File: config.mk
export PLATFORM = sky130hd
export DESIGN_NAME = hazard_scoreboard
export DESIGN_NICKNAME = d
export VERILOG_FILES = /design/src/rtl/hazard_scoreboard_pkg.sv /design/src/rtl/hazard_scoreboard_match.sv /design/src/rtl/hazard_scoreboard.sv
export SDC_FILE = /design/constraint.sdc
export NUM_CORES = 1
export LEC_CHECK = 0
export BUFFER_PORTS_ARGS = -buffer_cell sky130_fd_sc_hd__buf_4
export CELL_PAD_IN_SITES_DETAIL_PLACEMENT = 1
export CELL_PAD_IN_SITES_GLOBAL_PLACEMENT = 1
export CORE_ASPECT_RATIO = 1.75
export CORE_MARGIN = 10
export CORE_UTILIZATION = 46
export CTS_BUF_LIST = sky130_fd_sc_hd__clkbuf_4
export DETAILED_ROUTE_END_ITERATION = 8
export GPL_ROUTABILITY_DRIVEN = 0
export MAX_ROUTING_LAYER = met4
export PLACE_DENSITY_LB_ADDON = 0.05
export SLEW_MARGIN = 25
export SYNTH_ARGS = -nofsm -noshare
export SYNTH_HDL_FRONTEND = slang
export SYNTH_HIERARCHICAL = 1
export SYNTH_SLANG_ARGS = --single-unit
File: constraint.sdc
create_clock -name clk -period 6.65 [get_ports clk]
set_input_delay 0.9975 -clock clk [delete_from_list [all_inputs] [get_ports clk]]
set_output_delay 0.9975 -clock clk [all_outputs]
set_load 0.01 [all_outputs]
File: src/rtl/hazard_scoreboard_pkg.sv
// Shared constants, types and helpers for the hazard scoreboard.
// Tnew/Tuse fields are stored as raw bits and compared through $signed.
package hazard_scoreboard_pkg;

  localparam int T_SIZE    = 3;
  localparam int REG_SIZE  = 5;
  localparam int NUM_SLOTS = 3;
  localparam int SLOT_E    = 0;
  localparam int SLOT_M    = 1;
  localparam int SLOT_W    = 2;

  localparam logic [T_SIZE-1:0] TUSE_IGNORE = 3'd3;
  localparam logic [T_SIZE-1:0] TNEW_ZERO   = 3'd0;
  localparam logic [T_SIZE-1:0] TNEW_ONE    = 3'd1;

  typedef enum logic [1:0] {
    FWD_GRF = 2'd0,
    FWD_E   = 2'd1,
    FWD_M   = 2'd2,
    FWD_W   = 2'd3
  } fwd_e;

  typedef enum logic [1:0] {
    STAGE_DECODE    = 2'd0,
    STAGE_EXECUTE   = 2'd1,
    STAGE_MEMORY    = 2'd2,
    STAGE_WRITEBACK = 2'd3
  } stage_e;

  typedef struct packed {
    logic              hit;
    logic [T_SIZE-1:0] tnew;
    fwd_e              code;
  } pick_t;

  // Count one stage closer to the result; never goes below zero.
  function automatic logic [T_SIZE-1:0] sat_dec(input logic [T_SIZE-1:0] t);
    logic [T_SIZE-1:0] r;
    if ($signed(t) > $signed(TNEW_ZERO)) begin
      r = t - TNEW_ONE;
    end else begin
      r = TNEW_ZERO;
    end
    return r;
  endfunction

  // Youngest matching slot wins, even if its value is not ready yet.
  function automatic pick_t pick_slot(input logic [NUM_SLOTS-1:0] hit,
                                      input logic [NUM_SLOTS-1:0][T_SIZE-1:0] tnew);
    pick_t p;
    p.hit  = 1'b0;
    p.tnew = TNEW_ZERO;
    p.code = FWD_GRF;
    if (hit[SLOT_E]) begin
      p.hit  = 1'b1;
      p.tnew = tnew[SLOT_E];
      p.code = FWD_E;
    end else if (hit[SLOT_M]) begin
      p.hit  = 1'b1;
      p.tnew = tnew[SLOT_M];
      p.code = FWD_M;
    end else if (hit[SLOT_W]) begin
      p.hit  = 1'b1;
      p.tnew = tnew[SLOT_W];
      p.code = FWD_W;
    end else begin
      p.hit  = 1'b0;
    end
    return p;
  endfunction

endpackage

File: src/rtl/hazard_scoreboard_match.sv
// One operand against one in-flight slot: reports a hit and that slot's Tnew.
module hazard_match
  import hazard_scoreboard_pkg::*;
#(
  parameter int T_W   = T_SIZE,
  parameter int REG_W = REG_SIZE
) (
  input  logic [REG_W-1:0] src,
  input  logic             valid,
  input  logic             wen,
  input  logic [REG_W-1:0] wreg,
  input  logic [T_W-1:0]   tnew_in,
  output logic             hit,
  output logic [T_W-1:0]   tnew
);

  // Register $0 is hard-wired, so it never produces a hit.
  always_comb begin
    hit  = 1'b0;
    tnew = {T_W{1'b0}};
    if (valid && wen && (wreg == src) && (src != {REG_W{1'b0}})) begin
      hit  = 1'b1;
      tnew = tnew_in;
    end else begin
      hit  = 1'b0;
      tnew = {T_W{1'b0}};
    end
  end

endmodule

File: src/rtl/hazard_scoreboard.sv
// RAW hazard stall and forwarding selects for D and E operands of the pipeline.
// Define HAZARD_FORWARD_EN for forwarding; otherwise any pending writer stalls the reader.
module hazard_scoreboard
  import hazard_scoreboard_pkg::*;
#(
  parameter int T_W   = T_SIZE,
  parameter int REG_W = REG_SIZE
) (
  input  logic                  clk,
  input  logic                  reset,
  input  logic                  d_valid,
  input  logic [REG_W-1:0]      d_rs,
  input  logic [REG_W-1:0]      d_rt,
  input  logic signed [T_W-1:0] d_tuse_rs,
  input  logic signed [T_W-1:0] d_tuse_rt,
  input  logic                  d_wen,
  input  logic [REG_W-1:0]      d_wreg,
  input  logic signed [T_W-1:0] d_tnew,
  output logic                  stall,
  output logic [1:0]            fwd_rs_d,
  output logic [1:0]            fwd_rt_d,
  output logic [1:0]            fwd_rs_e,
  output logic [1:0]            fwd_rt_e
);

  logic [NUM_SLOTS-1:0]            valid_r;
  logic [NUM_SLOTS-1:0]            wen_r;
  logic [NUM_SLOTS-1:0][REG_W-1:0] wreg_r;
  logic [NUM_SLOTS-1:0][T_W-1:0]   tnew_r;
  logic [REG_W-1:0]                e_rs_r;
  logic [REG_W-1:0]                e_rt_r;

  logic [NUM_SLOTS-1:0]            rs_d_hit_s, rt_d_hit_s, rs_e_hit_s, rt_e_hit_s;
  logic [NUM_SLOTS-1:0][T_W-1:0]   rs_d_tnew_s, rt_d_tnew_s, rs_e_tnew_s, rt_e_tnew_s;
  pick_t                           rs_d_pick_s, rt_d_pick_s, rs_e_pick_s, rt_e_pick_s;
  logic                            haz_rs_s, haz_rt_s, stall_s;

  for (genvar i = 0; i < NUM_SLOTS; i++) begin : g_d_match
    hazard_match #(.T_W(T_W), .REG_W(REG_W)) u_rs (
      .src(d_rs), .valid(valid_r[i]), .wen(wen_r[i]), .wreg(wreg_r[i]),
      .tnew_in(tnew_r[i]), .hit(rs_d_hit_s[i]), .tnew(rs_d_tnew_s[i])
    );
    hazard_match #(.T_W(T_W), .REG_W(REG_W)) u_rt (
      .src(d_rt), .valid(valid_r[i]), .wen(wen_r[i]), .wreg(wreg_r[i]),
      .tnew_in(tnew_r[i]), .hit(rt_d_hit_s[i]), .tnew(rt_d_tnew_s[i])
    );
  end

  // The E operand can only be fed from older stages M and W.
  for (genvar i = SLOT_M; i < NUM_SLOTS; i++) begin : g_e_match
    hazard_match #(.T_W(T_W), .REG_W(REG_W)) u_rs (
      .src(e_rs_r), .valid(valid_r[i]), .wen(wen_r[i]), .wreg(wreg_r[i]),
      .tnew_in(tnew_r[i]), .hit(rs_e_hit_s[i]), .tnew(rs_e_tnew_s[i])
    );
    hazard_match #(.T_W(T_W), .REG_W(REG_W)) u_rt (
      .src(e_rt_r), .valid(valid_r[i]), .wen(wen_r[i]), .wreg(wreg_r[i]),
      .tnew_in(tnew_r[i]), .hit(rt_e_hit_s[i]), .tnew(rt_e_tnew_s[i])
    );
  end
  assign rs_e_hit_s[SLOT_E]  = 1'b0;
  assign rt_e_hit_s[SLOT_E]  = 1'b0;
  assign rs_e_tnew_s[SLOT_E] = TNEW_ZERO;
  assign rt_e_tnew_s[SLOT_E] = TNEW_ZERO;

  // Resolve the youngest matching writer for every operand.
  always_comb begin
    rs_d_pick_s = pick_slot(rs_d_hit_s, rs_d_tnew_s);
    rt_d_pick_s = pick_slot(rt_d_hit_s, rt_d_tnew_s);
    rs_e_pick_s = pick_slot(rs_e_hit_s, rs_e_tnew_s);
    rt_e_pick_s = pick_slot(rt_e_hit_s, rt_e_tnew_s);
  end

`ifdef HAZARD_FORWARD_EN
  // Stall only when the producer cannot deliver by the time the operand is used.
  always_comb begin
    haz_rs_s = 1'b0;
    haz_rt_s = 1'b0;
    fwd_rs_d = FWD_GRF;
    fwd_rt_d = FWD_GRF;
    fwd_rs_e = FWD_GRF;
    fwd_rt_e = FWD_GRF;
    if (d_valid && (d_tuse_rs != TUSE_IGNORE) && rs_d_pick_s.hit) begin
      haz_rs_s = $signed(rs_d_pick_s.tnew) > $signed(d_tuse_rs);
    end else begin
      haz_rs_s = 1'b0;
    end
    if (d_valid && (d_tuse_rt != TUSE_IGNORE) && rt_d_pick_s.hit) begin
      haz_rt_s = $signed(rt_d_pick_s.tnew) > $signed(d_tuse_rt);
    end else begin
      haz_rt_s = 1'b0;
    end
    if (d_valid && rs_d_pick_s.hit && (rs_d_pick_s.tnew == TNEW_ZERO)) begin
      fwd_rs_d = rs_d_pick_s.code;
    end else begin
      fwd_rs_d = FWD_GRF;
    end
    if (d_valid && rt_d_pick_s.hit && (rt_d_pick_s.tnew == TNEW_ZERO)) begin
      fwd_rt_d = rt_d_pick_s.code;
    end else begin
      fwd_rt_d = FWD_GRF;
    end
    if (rs_e_pick_s.hit && (rs_e_pick_s.tnew == TNEW_ZERO)) begin
      fwd_rs_e = rs_e_pick_s.code;
    end else begin
      fwd_rs_e = FWD_GRF;
    end
    if (rt_e_pick_s.hit && (rt_e_pick_s.tnew == TNEW_ZERO)) begin
      fwd_rt_e = rt_e_pick_s.code;
    end else begin
      fwd_rt_e = FWD_GRF;
    end
  end
`else
  logic unused_s;
  assign unused_s = ^{rs_d_pick_s.tnew, rs_d_pick_s.code, rt_d_pick_s.tnew, rt_d_pick_s.code,
                      rs_e_pick_s, rt_e_pick_s};

  // No bypass anywhere (GRF included), so any pending writer of a used operand stalls.
  always_comb begin
    haz_rs_s = d_valid && (d_tuse_rs != TUSE_IGNORE) && rs_d_pick_s.hit;
    haz_rt_s = d_valid && (d_tuse_rt != TUSE_IGNORE) && rt_d_pick_s.hit;
    fwd_rs_d = FWD_GRF;
    fwd_rt_d = FWD_GRF;
    fwd_rs_e = FWD_GRF;
    fwd_rt_e = FWD_GRF;
  end
`endif

  assign stall_s = haz_rs_s | haz_rt_s;
  assign stall   = stall_s;

  // Advance in-flight writers; a stalled or empty D injects a bubble into E.
  always_ff @(posedge clk) begin
    if (reset) begin
      valid_r <= {NUM_SLOTS{1'b0}};
      wen_r   <= {NUM_SLOTS{1'b0}};
      wreg_r  <= {(NUM_SLOTS*REG_W){1'b0}};
      tnew_r  <= {(NUM_SLOTS*T_W){1'b0}};
      e_rs_r  <= {REG_W{1'b0}};
      e_rt_r  <= {REG_W{1'b0}};
    end else begin
      valid_r[SLOT_W] <= valid_r[SLOT_M];
      wen_r[SLOT_W]   <= wen_r[SLOT_M];
      wreg_r[SLOT_W]  <= wreg_r[SLOT_M];
      tnew_r[SLOT_W]  <= sat_dec(tnew_r[SLOT_M]);
      valid_r[SLOT_M] <= valid_r[SLOT_E];
      wen_r[SLOT_M]   <= wen_r[SLOT_E];
      wreg_r[SLOT_M]  <= wreg_r[SLOT_E];
      tnew_r[SLOT_M]  <= sat_dec(tnew_r[SLOT_E]);
      if (!stall_s && d_valid) begin
        valid_r[SLOT_E] <= 1'b1;
        wen_r[SLOT_E]   <= d_wen && (d_wreg != {REG_W{1'b0}});
        wreg_r[SLOT_E]  <= d_wreg;
        tnew_r[SLOT_E]  <= sat_dec(d_tnew);
        e_rs_r          <= d_rs;
        e_rt_r          <= d_rt;
      end else begin
        valid_r[SLOT_E] <= 1'b0;
        wen_r[SLOT_E]   <= 1'b0;
        wreg_r[SLOT_E]  <= {REG_W{1'b0}};
        tnew_r[SLOT_E]  <= TNEW_ZERO;
        e_rs_r          <= {REG_W{1'b0}};
        e_rt_r          <= {REG_W{1'b0}};
      end
    end
  end

endmodule

Yosys cells after proc, flatten, opt, wreduce, memory -nomap -nowiden
Index checks and enable logic that the tools add are counted.
Storage, ports and cells
  register bits after elaboration: 30
  output and inout port bits: 9
  logic and storage cells: 78
Operators by class
  $add $sub $neg: 3
  $lt $le $gt $ge: 3
  equal/unequal tests: 8
  mux-type cells: 21
  bitwise operators: 5
  reduce and logical (&&, ||, !) cells: 29
Operators with widths (count)
  equality test 5 bit: 6
  2-to-1 mux 6 bit: 4
  logical AND 1 bit: 21
  2-to-1 mux 3 bit: 6
  nonzero test 5 bit: 3
  2-to-1 mux 5 bit: 2
  > comparator 3 x 1 -> 1 bit, second input constant: 3
  2-to-1 mux 1 bit: 9
  subtractor 3 x 1 -> 3 bit, second input constant: 3
  inequality test 3 x 2 -> 1 bit, second input constant: 2
  OR reduction 2 bit: 3
  NOT 1 bit: 4
  OR reduction 3 bit: 1
  logical NOT 1 bit: 1
  OR 1 bit: 1

Depth between registers and ports, before layout
  depth in word-level cells: 13
  mapped depth: 7
  depth with buffers taken out: 6

Cells and area by module
Netlist, hierarchy kept.
Modules (own cells, without submodules)
  hazard_scoreboard: times used 1, cells each 109, area each 1103.6 sq um, sequential area each 600.6 sq um
  hazard_match: times used 6, cells each 14, area each 106.4 sq um, sequential area each 0.0 sq um

Worst setup path after synthesis
Ideal clock, no wire load.
  kind: in2out
  start: input port d_rt[4]
  end: output port stall
  arrival: 2484 ps
  path slack: 3169 ps
  stages: 7
  buffers on the path: 1
  path through: or4_2 -> nor2_1 -> nor3_1 -> nor3_1 -> o22ai_1 -> buf_6 -> and2_1
Between the ends
  elaborated cells on any way between the ends: 18
RTL lines
  start: declaration: RTL line hazard_scoreboard.sv:13  | input logic [REG_W-1:0] d_rt,
  equality test 5 bit: RTL line hazard_scoreboard_match.sv:21  | if (valid && wen && (wreg == src) && (src != {REG_W{1'b0}})) begin
  logical AND 1 bit: RTL line hazard_scoreboard_match.sv:21
  logical AND 1 bit *: RTL line hazard_scoreboard_match.sv:21
  2-to-1 mux 1 bit *: RTL line hazard_scoreboard_match.sv:21
  named net rt_d_hit_s[1]: RTL line hazard_scoreboard.sv:33  | logic [NUM_SLOTS-1:0] rs_d_hit_s, rt_d_hit_s, rs_e_hit_s, rt_e_hit_s;
  2-to-1 mux 6 bit *: RTL line hazard_scoreboard_pkg.sv:58  | end else if (hit[SLOT_M]) begin
  2-to-1 mux 6 bit *: RTL line hazard_scoreboard_pkg.sv:54  | if (hit[SLOT_E]) begin
  logical AND 1 bit *: RTL line hazard_scoreboard.sv:121  | haz_rt_s = d_valid && (d_tuse_rt != TUSE_IGNORE) && rt_d_pick_s.hit;
  OR 1 bit *: RTL line hazard_scoreboard.sv:129  | assign stall_s = haz_rs_s | haz_rt_s;
  end: declaration: RTL line hazard_scoreboard.sv:19  | output logic stall,
Mark *: on every way through the listed nets, which the timed path passes. The rest lies on a longest branch.

Final worst setup path
  start: input port d_rt[4]
  end: output port stall
Between the ends
  elaborated cells on any way between the ends: 18
RTL lines (RTL line)
  equality test 5 bit: hazard_scoreboard_match.sv:21
  logical AND 1 bit: hazard_scoreboard_match.sv:21
  logical AND 1 bit *: hazard_scoreboard_match.sv:21
  2-to-1 mux 1 bit *: hazard_scoreboard_match.sv:21
  named net rt_d_hit_s[0]: hazard_scoreboard.sv:33
  2-to-1 mux 6 bit *: hazard_scoreboard_pkg.sv:54
  logical AND 1 bit *: hazard_scoreboard.sv:121
  OR 1 bit *: hazard_scoreboard.sv:129
Marked as above.

==> flow_metrics.py <==
metrics = {
    "setup_path": {
        "ff2ff_path_depth": 6,
        "cp_data_arrival_time_ps": 3020,
        "rrSetupSlack_ps": 4490,
        "r2r-start": "wreg_r[1]",
        "worstSetupEndpoint": "stall",
        "crit_fanout": 8,
        "critical_path_class": "input port to primary output",
        "worstPathRequired_ps": 5650,
        "reg2reg_to": "wen_r[0]",
        "crit_path_start": "d_rt[4]",
        "slowest_stage": "or4_4",
        "startpoint_type": "input port",
        "end_kind": "primary output",
        "slowest_delay_ps": 550,
        "cp_cell_sequence": "buf_4 -> xor2_1 -> or4_4 -> nor3_1 -> nor3_1 -> o22ai_1 -> and2_1 -> buf_4",
    },
    "layout": {
        "layout-drive-gt1-share_pct": 26.4,
        "fill_cells": 311,
        "fin_nets": 188,
        "syn_to_final_growth_pct": 15.9,
        "multi_input_area_um2": 701,
        "antenna_cells": 0,
        "regArea_um2": 420,
    },
    "floorplanning": {
        "num_io_pins": 37,
        "die_y_um": 87.5,
        "initial_core_util_pct": 48.0,
        "coreArea_um2": 2490,
        "std_cell_rows": 24,
        "design.die.area_um2": 5120,
        "dieWidth_um": 58.5,
    },
    "clock_network": {
        "cts_tree": "yes",
        "ctsResizeCount": 0,
        "cts_made_buffers": 3,
        "cts_buffer_depth": 2,
        "cts_root_buf": "clkbuf_4",
        "clk_pin_slew_ps": 110,
        "h-tree-depth": 1,
        "cts_sinks": 21,
        "hold_buffers": 0,
        "cts_setup_buffers": 0,
        "clkLatencyLatePin_ps": 310,
    },
    "power": {
        "p_per_area_nw_per_um2": 175,
        "switching_share_pct": 26.3,
        "p_leak_nw": 0.622,
        "p_sw_uw": 63.7,
        "power_uw": 242,
        "seqPwrFrac_pct": 55.3,
        "ir_worst_vdd_v": 0.000107,
        "p_comb_share_pct": 16.7,
        "intPower_uw": 178,
        "clkPwrFrac_pct": 28.0,
    },
    "sta": {
        "maxSlewViolCount": 0,
        "period_minus_slack_ps": 4010,
        "fin_tns_setup_ps": 0,
        "worst_pin_slew_ps": 660,
        "setup_violations": 0,
        "fin_skew_ps": 2.20,
        "rsz0062_at_grt": "no",
        "max_freq_mhz": 249,
        "relSlewSlack_pct": 56.0,
        "period_share_pct": 60.3,
        "setup_ws_ps": 2640,
        "hold_violations": 0,
    },
    "global_route": {
        "grt_usage_pct": 13.1,
        "antenna_found_initial": 0,
        "grt_pass1_vias": 1109,
        "grt_use_met3_pct": 2.49,
        "grt-busiest-layer": "met2",
        "grt_util_met2_pct": 23.3,
        "grt_overflow": 0,
        "grt_util_met1_pct": 13.5,
        "grt_max_degree": 17,
        "grt_pass1_wl_mm": 5.26,
    },
    "detailed_routing": {
        "drcViolationCount": 0,
        "wirelength_mm": 3.14,
        "viasPerCell": 5.21,
        "antenna_left": 0,
        "vias": 964,
        "drt_iter0_markers": 16,
        "wl_per_cell_um": 17.0,
        "firstDrtPassIters": 4,
    },
    "logic_synthesis": {
        "syn_avg_cell_area_um2": 8.93,
        "yosysWarnings": 6,
        "syn_inst": 134,
        "syn_area_um2": 1200,
    },
    "placement": {
        "dp_hpwl_mm": 2.62,
        "numPortBuffers": 25,
        "dp_slack_ps": 2640,
    },
    "min_path": {
        "min-delay-path-class": "flop to flop",
    },
    "outcome": {
        "status": "finished, final reports clean",
    },
    "run": {
        "drv_cap": 0,
    },
}
flip-flops by register name (all words and copies together) (netlist names):
register,flops
wreg_r,15
wen_r,3
valid_r,3
area by class of cell:
class,instances,area share [%]
clock buffer,4,2.17
multi-input combinational,105,50.5
inverter,4,1.08
timing repair buffer,25,13.5
tap,26,2.35
sequential,21,30.3
power groups by stage:
stage	logic [mW]	registers, mW	clock network (mW)
finish	0.0404	0.134	0.0677
detailed placement	0.0405	0.137	0
CTS	0.0407	0.134	0.0694
global route	0.0452	0.134	0.0749
floorplan	0.0248	0.135	0
global placement	0.0385	0.136	0
per-layer routing:
metal | part of all wire, % | up-vias
li1 | - | 476
met1 | 37 | 456
met2 | 56 | 28
met3 | 5.1 | 4
met4 | 1.4 | 0
met5 | 0 | -
stage by stage:
step / hold slack (ps) / instances / utilization [%] / instance area, um^2
floorplan: 455 / 141 / - / 1220
global placement: 462 / 181 / 54.4 / 1360
detailed placement: 477 / 181 / 54.4 / 1360
CTS: 493 / 185 / 55.6 / 1390
global route: 507 / 185 / 55.6 / 1390
finish: 488 / 185 / 55.6 / 1390
worst min path at each step:
stage | from | end | cells after the start
after floorplan | wen_r[0] | wen_r[1] | 1
after global placement | wen_r[0] | wen_r[1] | 1
after detailed placement | wen_r[1] | wen_r[2] | 1
after CTS | wen_r[1] | wen_r[2] | 1
after global routing | wen_r[1] | wen_r[2] | 1
final | wen_r[1] | wen_r[2] | 1
cell usage in the layout (no fill, tap or decap):
cell type	n
nor3_2	1
nand2_1	13
nor2b_1	13
nor2_1	7
inv_1	4
or4_2	6
or4_1	1
xnor2_1	12
and3b_1	2
nor3_1	13
o22ai_1	1
clkbuf_4	4
xor2_1	18
nand2b_1	1
dfxtp_1	21
buf_4	25
o21ai_1	1
and2_1	1
and2b_1	1
or4_4	6
conb_1	8
critical path: cells and delay by family:
family,cells,cell delay [ps]
AO/OA/AOI/OAI,1,530
XOR/XNOR,1,170
buffers and inverters,2,270
AND/OR/NAND/NOR,4,1050
Note: power is estimated with default switching activity, not from simulation.
